==> src/rtl/mycpu_pkg.sv <==
// ============================================================================
// Module : mycpu_pkg
// Brief  : Shared PC-select encoding and default widths for the PC datapath.
// Rev    : 1.0  initial release
// ============================================================================
`default_nettype none

package mycpu_pkg;

  typedef enum logic [1:0] {
    PS_INC  = 2'b00,
    PS_JUMP = 2'b01,
    PS_RET  = 2'b10,
    PS_HOLD = 2'b11
  } ps_t;

  localparam int RAS_DEPTH_DEF = 4;
  localparam int ADDR_W        = 16;

endpackage : mycpu_pkg

`default_nettype wire

==> src/rtl/ras_mem.sv <==
// ============================================================================
// Module : ras_mem
// Brief  : Circular return-address stack with top pointer and entry count.
// Rev    : 1.0  initial release
// ============================================================================
`default_nettype none

module ras_mem
  import mycpu_pkg::*;
#(
  parameter int DEPTH = RAS_DEPTH_DEF,
  parameter int AW    = ADDR_W,
  parameter int SPW   = $clog2(DEPTH),
  parameter int CW    = $clog2(DEPTH) + 1
) (
  input  logic          clk,
  input  logic          rst,
  input  logic          push,
  input  logic          pop,
  input  logic          replace,
  input  logic [AW-1:0] wdata,
  output logic [AW-1:0] top,
  output logic [CW-1:0] cnt,
  output logic          full,
  output logic          empty
);

  logic [AW-1:0]  r_mem [DEPTH];
  logic [SPW-1:0] r_sp;
  logic [CW-1:0]  r_cnt;
  logic [SPW-1:0] w_sp_inc;
  logic [SPW-1:0] w_sp_dec;

  // Power-of-two depth lets the pointer wrap by plain overflow.
  assign w_sp_inc = r_sp + SPW'(1);
  assign w_sp_dec = r_sp - SPW'(1);

  assign full  = (r_cnt == CW'(DEPTH));
  assign empty = (r_cnt == '0);
  assign top   = r_mem[r_sp];
  assign cnt   = r_cnt;

  always_ff @(posedge clk or posedge rst) begin
    if (rst) begin
      r_sp  <= '0;
      r_cnt <= '0;
      for (int i = 0; i < DEPTH; i++) begin
        r_mem[i] <= '0;
      end
    end else if (push) begin
      // A full stack overwrites its oldest entry, which sits at sp+1.
      r_mem[w_sp_inc] <= wdata;
      r_sp            <= w_sp_inc;
      if (!full) begin
        r_cnt <= r_cnt + CW'(1);
      end
    end else if (pop) begin
      if (!empty) begin
        r_sp  <= w_sp_dec;
        r_cnt <= r_cnt - CW'(1);
      end
    end else if (replace) begin
      r_mem[r_sp] <= wdata;
    end
  end

endmodule : ras_mem

`default_nettype wire

==> src/rtl/pc_ctrl.sv <==
// ============================================================================
// Module : pc_ctrl
// Brief  : Next-PC select decode, return-address stack and sticky error flags.
// Rev    : 1.0  initial release
// ============================================================================
`default_nettype none

module pc_ctrl
  import mycpu_pkg::*;
#(
  parameter int RAS_DEPTH = RAS_DEPTH_DEF,
  parameter int AW        = ADDR_W
) (
  input  logic                         clk,
  input  logic                         rst,
  input  logic [AW-1:0]                pc_in,
  input  logic                         stall_in,
  input  logic                         jump_in,
  input  logic                         call_in,
  input  logic                         ret_in,
  input  logic [AW-1:0]                target_in,
  output logic [1:0]                   ps_out,
  output logic [AW-1:0]                ia_out,
  output logic [AW-1:0]                ra_out,
  output logic [$clog2(RAS_DEPTH):0]   ras_cnt_out,
  output logic                         ovf_out,
  output logic                         unf_out
);

  localparam int CW = $clog2(RAS_DEPTH) + 1;

  ps_t           w_ps;
  logic          w_push;
  logic          w_pop;
  logic          w_replace;
  logic          w_set_ovf;
  logic          w_set_unf;
  logic          w_full;
  logic          w_empty;
  logic [AW-1:0] w_top;
  logic [CW-1:0] w_cnt;
  logic [AW-1:0] w_ret_addr;
  logic          r_ovf;
  logic          r_unf;

  assign w_ret_addr = pc_in + AW'(1);

  always_comb begin
    w_ps      = PS_INC;
    w_push    = 1'b0;
    w_pop     = 1'b0;
    w_replace = 1'b0;
    w_set_ovf = 1'b0;
    w_set_unf = 1'b0;
    if (rst || stall_in) begin
      w_ps = PS_HOLD;
    end else if (call_in && ret_in) begin
      // Tail call: return to the current top and reuse its slot for the new link.
      if (!w_empty) begin
        w_ps      = PS_RET;
        w_replace = 1'b1;
      end else begin
        w_ps      = PS_JUMP;
        w_push    = 1'b1;
        w_set_unf = 1'b1;
      end
    end else if (call_in) begin
      w_ps      = PS_JUMP;
      w_push    = 1'b1;
      w_set_ovf = w_full;
    end else if (ret_in) begin
      if (!w_empty) begin
        w_ps  = PS_RET;
        w_pop = 1'b1;
      end else begin
        w_set_unf = 1'b1;
      end
    end else if (jump_in) begin
      w_ps = PS_JUMP;
    end
  end

  always_ff @(posedge clk or posedge rst) begin
    if (rst) begin
      r_ovf <= 1'b0;
      r_unf <= 1'b0;
    end else begin
      if (w_set_ovf) r_ovf <= 1'b1;
      if (w_set_unf) r_unf <= 1'b1;
    end
  end

  ras_mem #(
    .DEPTH (RAS_DEPTH),
    .AW    (AW)
  ) u_ras (
    .clk     (clk),
    .rst     (rst),
    .push    (w_push),
    .pop     (w_pop),
    .replace (w_replace),
    .wdata   (w_ret_addr),
    .top     (w_top),
    .cnt     (w_cnt),
    .full    (w_full),
    .empty   (w_empty)
  );

  assign ps_out      = w_ps;
  assign ia_out      = target_in;
  assign ra_out      = w_top;
  assign ras_cnt_out = w_cnt;
  assign ovf_out     = r_ovf;
  assign unf_out     = r_unf;

endmodule : pc_ctrl

`default_nettype wire

==> config.mk <==
export PLATFORM = sky130hd
export DESIGN_NAME = pc_ctrl
export DESIGN_NICKNAME = d
export VERILOG_FILES = /design/src/rtl/mycpu_pkg.sv /design/src/rtl/ras_mem.sv /design/src/rtl/pc_ctrl.sv
export SDC_FILE = /design/constraint.sdc
export NUM_CORES = 1
export LEC_CHECK = 0
export BUFFER_PORTS_ARGS = -buffer_cell sky130_fd_sc_hd__buf_2
export CORE_AREA = 8 8 114 95
export DETAILED_ROUTE_END_ITERATION = 12
export DIE_AREA = 0 0 122 103
export PLACE_DENSITY = 0.66
export SLEW_MARGIN = 20
export SYNTH_ARGS = -nofsm -noshare
export SYNTH_HDL_FRONTEND = slang
export SYNTH_SLANG_ARGS = --single-unit
==> constraint.sdc <==
create_clock -name clk -period 7 [get_ports clk]
set_input_delay 0.7 -clock clk [delete_from_list [all_inputs] [get_ports clk]]
set_output_delay 0.7 -clock clk [all_outputs]
set_load 0.01 [all_outputs]
== Yosys cells after proc, flatten, opt, wreduce, memory -nomap -nowiden ==
Index checks and enable logic that the tools add are counted.
Widths: inputs -> output; s select.

* Input port bits: 38
* Bits in registers: 71
* Word-level logic and storage cells: 77
* Output and inout bits: 39

* Mux-type cells: 44
* Magnitude comparators: 4
* Add/sub/neg operators: 5
* Reduce and logical (&&, ||, !) cells: 10
* Bitwise logic cells: 2
* Eq/ne operators: 4

{| class="wikitable"
|+ Operator list
! cell !! number
|-
| $mux 64 || 3
|-
| $bwmux 64 || 2
|-
| $demux 16 s2 || 2
|-
| $mux 16 || 4
|-
| $bmux 16 s2 || 1
|-
| $mux 1 || 19
|-
| $mux 2 || 9
|-
| $add 16x1->16 const B || 1
|-
| $mux 3 || 4
|-
| $ge 3x3->1 const B || 2
|-
| $lt 3x1->1 const B || 2
|-
| $not 2->3 || 2
|-
| $ne 2x1->1 const B || 2
|-
| $reduce_and 2->1 || 2
|-
| $reduce_bool 2->1 || 2
|-
| $add 3x1->3 const B || 1
|-
| $eq 3x3->1 const B || 1
|-
| $logic_and 1x1->1 || 3
|-
| $logic_not 3->1 || 1
|-
| $reduce_and 3->1 || 1
|-
| $sub 3x1->3 const B || 1
|-
| $add 2x1->2 const B || 1
|-
| $ne 2x2->1 const B || 1
|-
| $sub 2x1->2 const B || 1
|-
| $logic_or 1x1->1 || 1
|}

== Logic depth before layout (Yosys ltp) ==
* Depth in word-level cells: 9
* Gate-level depth with buffers: 9
* Depth with buffers taken out: 7

== Cells and area by module ==
A second synthesis with hierarchy kept.

* Cell total of the unflattened synthesis: 272
* Area, all modules: 3,774.9 um2

{| class="wikitable"
|+ Modules (own cells, without submodules)
! module !! times used !! area an instance (um2) !! cells each
|-
| ras_mem || 1 || 3,228.1 || 199
|-
| pc_ctrl || 1 || 546.8 || 73
|}

== Worst setup path before layout ==
No wires, ideal clock.

* Kind: reg2reg
* From: reg u_ras.r_sp[0]
* To: reg u_ras.r_mem[15] (netlist bit)
* Clock period less this slack: 2.421 ns
* Data required time: 6.875 ns
* Cell stages (with the launch flop): 9
* Path slack: 4.579 ns
* Data arrival time: 2.296 ns
* Path buffers: 3
* Cell sequence: dfrtp_1 -> clkbuf_1 -> buf_1 -> inv_1 -> ha_1 -> mux2i_1 -> nor2_4 -> buf_4 -> mux2_2

* Longest elaborated chain between the ends: 9
* Elaborated cells between the ends (all ways): 18
* Classes of those cells: 1 x add/sub; 4 x order compare; 9 x mux; 2 x bitwise; 2 x reduce/logical

{| class="wikitable"
|+ Ends and longest elaborated chain
! what !! line !! RTL
|-
| start, declared || ras_mem.sv:29 || <nowiki>logic [SPW-1:0] r_sp;</nowiki>
|-
| start signal, assigned || ras_mem.sv:53 || <nowiki>r_sp <= w_sp_inc;</nowiki>
|-
| start signal, assigned || ras_mem.sv:59 || <nowiki>r_sp <= w_sp_dec;</nowiki>
|-
| branches (longest 8 deep; another with $ge 3x3->1) || - ||
|-
| $mux 64 (*) || ras_mem.sv:50 || <nowiki>end else if (push) begin</nowiki>
|-
| end signal, assigned by index || ras_mem.sv:52 || <nowiki>r_mem[w_sp_inc] <= wdata;</nowiki>
|-
| end signal, assigned by index || ras_mem.sv:63 || <nowiki>r_mem[r_sp] <= wdata;</nowiki>
|-
| end, declared || ras_mem.sv:28 || <nowiki>logic [AW-1:0] r_mem [DEPTH];</nowiki>
|}

Every way passes the cells marked *. The select of a mux whose other input is x is not followed.
A chain may end at the register's enable or synchronous reset.

== Worst setup path after layout ==
* From: in stall_in
* To: reg u_ras.r_mem[3] (netlist bit)

* Longest elaborated chain between the ends: 4
* Elaborated cells between the ends (all ways): 8
* Classes of those cells: 1 x eq/ne; 4 x mux; 3 x reduce/logical

{| class="wikitable"
|+ Ends and longest elaborated chain
! what !! line !! RTL
|-
| start, declared || pc_ctrl.sv:17 || <nowiki>input logic stall_in,</nowiki>
|-
| $logic_or 1x1->1 (*) || pc_ctrl.sv:55 || <nowiki>if (rst || stall_in) begin</nowiki>
|-
| $mux 1 || pc_ctrl.sv:55 ||
|-
| $ne 2x1->1 (no source line) / $reduce_bool 2->1 (equally long branches) || - ||
|-
| $reduce_and 2->1 (no source line) || - ||
|}

Every way passes the cells marked *; elsewhere a longest branch is shown, timed or not.

==> results.md <==
* Post-synthesis sequential area ratio at 45.2%
* Routed length per placed instance at 18.9 µm
* HPWL Detailed at 5.56 mm
* # fillers at 808
* Clock skew at 10.1 ps
* CP Data Arrival Time at 3010 ps
* Type of the worst min-delay path: reg2reg
* IO Port Bufs at 44
* Synth top cells by count: dfrtp_1, mux2_2, mux2_4
* Final setup violation count at 0
* Maximum vdd drop at 208 µV
* Die X-Extent at 122 µm
* Core area at 8880 µm²
* Via/cell ratio at 5.57
* Drt pass-1 iters at 5
* Synthesis warning total at 0
* Overflow after GRT at 0
* Area of the multi-input gates at 1900 µm²
* Crit-path max FO at 15
* Cell chosen for the clock root: clkbuf_8
* # rows at 31
* Area Growth Syn to Fin at 7.93%
* Relative slew slack at 39.6%
* Max cap viols at 0
* Min cycle time layout at 2790 ps
* Crit path required time at 7220 ps
* Crit path max-delay family: simple AND/OR/NAND/NOR gates
* Pleak at 1.85 nW
* CP cell instances: buf_2 > nor2_1 > nand2_1 > nor2_4 > mux2_2
* Setup crit start kind: input pin
* Layout cells sized above 1 at 45.6%
* Clock Tree Buf Depth at 2
* Hold-fix buffers, CTS at 0
* Total CTS buffers at 9
* Largest net degree at the start of global routing at 72
* Setup Buffers After CTS at 0
* Hold WS at 456 ps
* Placed instance count at 417
* Global-route wire length before repair at 13.5 mm
* Tcrit/Tclk final at 39.9%
* Pwr dens at 425 nW/µm²
* RSZ-0062 raised after global routing: false
* CTS tree: built
* Area share of the largest cell type after synthesis at 45.2%
* Worst setup EP type: flop
* Met1 usage in global routing at 18.8%
* Post-cts sizing count at 0
* Synth top area cells: dfrtp_1, mux2_2, mux4_2, mux2_4, buf_4
* Vias in the first global route at 2565
* WL final at 8.16 mm
* GR peak layer: met2
* Max incr delay on CP at 650 ps
* Io pins at 77
* Fmax at 358 MHz
* Pins over their slew limit at 0
* Drc violations at 0
* Mapped Cells at 288
* Clk_lat worst skew at 340 ps
* H-tree depth at 3
* Vias at 2401
* Clk slew on worst S/H paths at 70 ps
* Main synth FF type: dfrtp_1
* Antenna violations before repair at 0
* Final Hold Viols at 0
* Yosys top cell by area: dfrtp_1
* CP Class: in2reg
* GPL Wtd Cong at 0.771
* Height of the chip at 103 µm
* Async SR Flop Fraction at 100%
* Clock sinks at 71
* GR Util met3 at 4.49%
* Most frequent cell after synthesis: dfrtp_1
* #FFs+latches synth at 71
* Final net count at 357
* Register Area at 1780 µm²
* Placement Cell Area at 4080 µm²
* Post-synth EDFFs at 0
* Diode count at 0
* Synth Cell Area at 3930 µm²
* Worst Tran Pin Value at 906 ps
* Syn avg cell area at 13.6 µm²
* Initial DRC count at 100
* Post-Route Utilization at 47.8%
* Setup TNS at 0 ps
* Total track usage at 14.0%
* Synth cell types at 41
* Status: finished, final reports clean
* Starting density of the core at 44.2%
* Finished layout cell area at 4240 µm²
* DRT antenna net count at 0
* Post-Syn Nets at 332
* Buffers & Inverters on Critical Path at 1
* GRT met2 Usage at 21.0%
* DIE AREA at 12600 µm²
* Final std cells w/o fill at 431
* CP max-delay cell: nor2_4
[registers in the layout, indices dropped and copies added (netlist names)]
name,count
ovf_out,1
u_ras.r_sp,2
u_ras.r_mem,64
unf_out,1
u_ras.cnt,3
[worst paths after layout]
check,to,startpoint,cells past startpoint,slack (ps)
worst max-delay path,u_ras.r_mem[3]$_DFFE_PP0P_,stall_in,5,4210
worst min-delay path,unf_out$_DFFE_PP0P_,unf_out$_DFFE_PP0P_,2,460
worst max register to register,u_ras.r_mem[3]$_DFFE_PP0P_,u_ras.cnt[1]$_DFFE_PP0P_,4,4510
worst min register to register,unf_out$_DFFE_PP0P_,unf_out$_DFFE_PP0P_,2,460
max in group asynchronous,u_ras.r_sp[0]$_DFFE_PP0P_,rst,3,5700
min in group asynchronous,u_ras.cnt[1]$_DFFE_PP0P_,rst,3,620
[per-layer routing]
metal,wire [µm],share of wire (%)
met5,0,0
met4,87,1.1
met3,463,5.7
met2,3640,45
met1,3970,49
[cells by family after synthesis]
kind of cell | share of synthesized area [%]
XOR/XNOR | 3.34
buffers and inverters | 6.49
adder cells (fa/ha/maj) | 2.10
AO/OA/AOI/OAI | 4.49
AND/OR/NAND/NOR | 7.90
flip-flops | 45.2
multiplexers | 30.5
[stage by stage]
step	worst slack [ps]	total power, mW
2_1_floorplan	4500	1.32
3_3_place_gp	3930	1.51
3_5_place_dp	3870	1.54
6_report	4210	1.80
4_1_cts	4050	1.83
5_1_grt	4070	1.93
[layout make-up]
class,count,share of cell area [%]
Timing Repair Buffer,46,5.55
Multi-Input combinational cell,179,44.7
Tap cell,115,3.39
Clock buffer,13,3.75
Inverter,6,0.531
Clock inverter,1,0.118
Sequential cell,71,41.9
[power by group]
part	switching (mW)	leakage, nW	internal [mW]
Combinational	0.316	0.903	0.448
Sequential	0.152	0.861	0.605
Clock	0.140	0.0854	0.144
Total	0.608	1.85	1.20
[cell usage in the layout (no fill, tap or decap), drive strengths merged, types with 5 or more instances in the layout]
cell and n:
xnor2 10, nand2 12, dfrtp 71, inv 6, xor2 5, o31ai 6
clkbuf 13, o21ai 10, buf 46, nand4 7, ha 5, nand3 7
nor2 7, mux4 16, mux2i 5, mux2 61
[worst register-to-register path, delay by kind of cell (launching register included)]
family,cells,cell delay (ps)
AOI/OAI and AO/OA,1,640
DFF,1,520
and+or+nand+nor,1,500
muxes,2,710
Note: power is estimated with default switching activity, not from simulation.
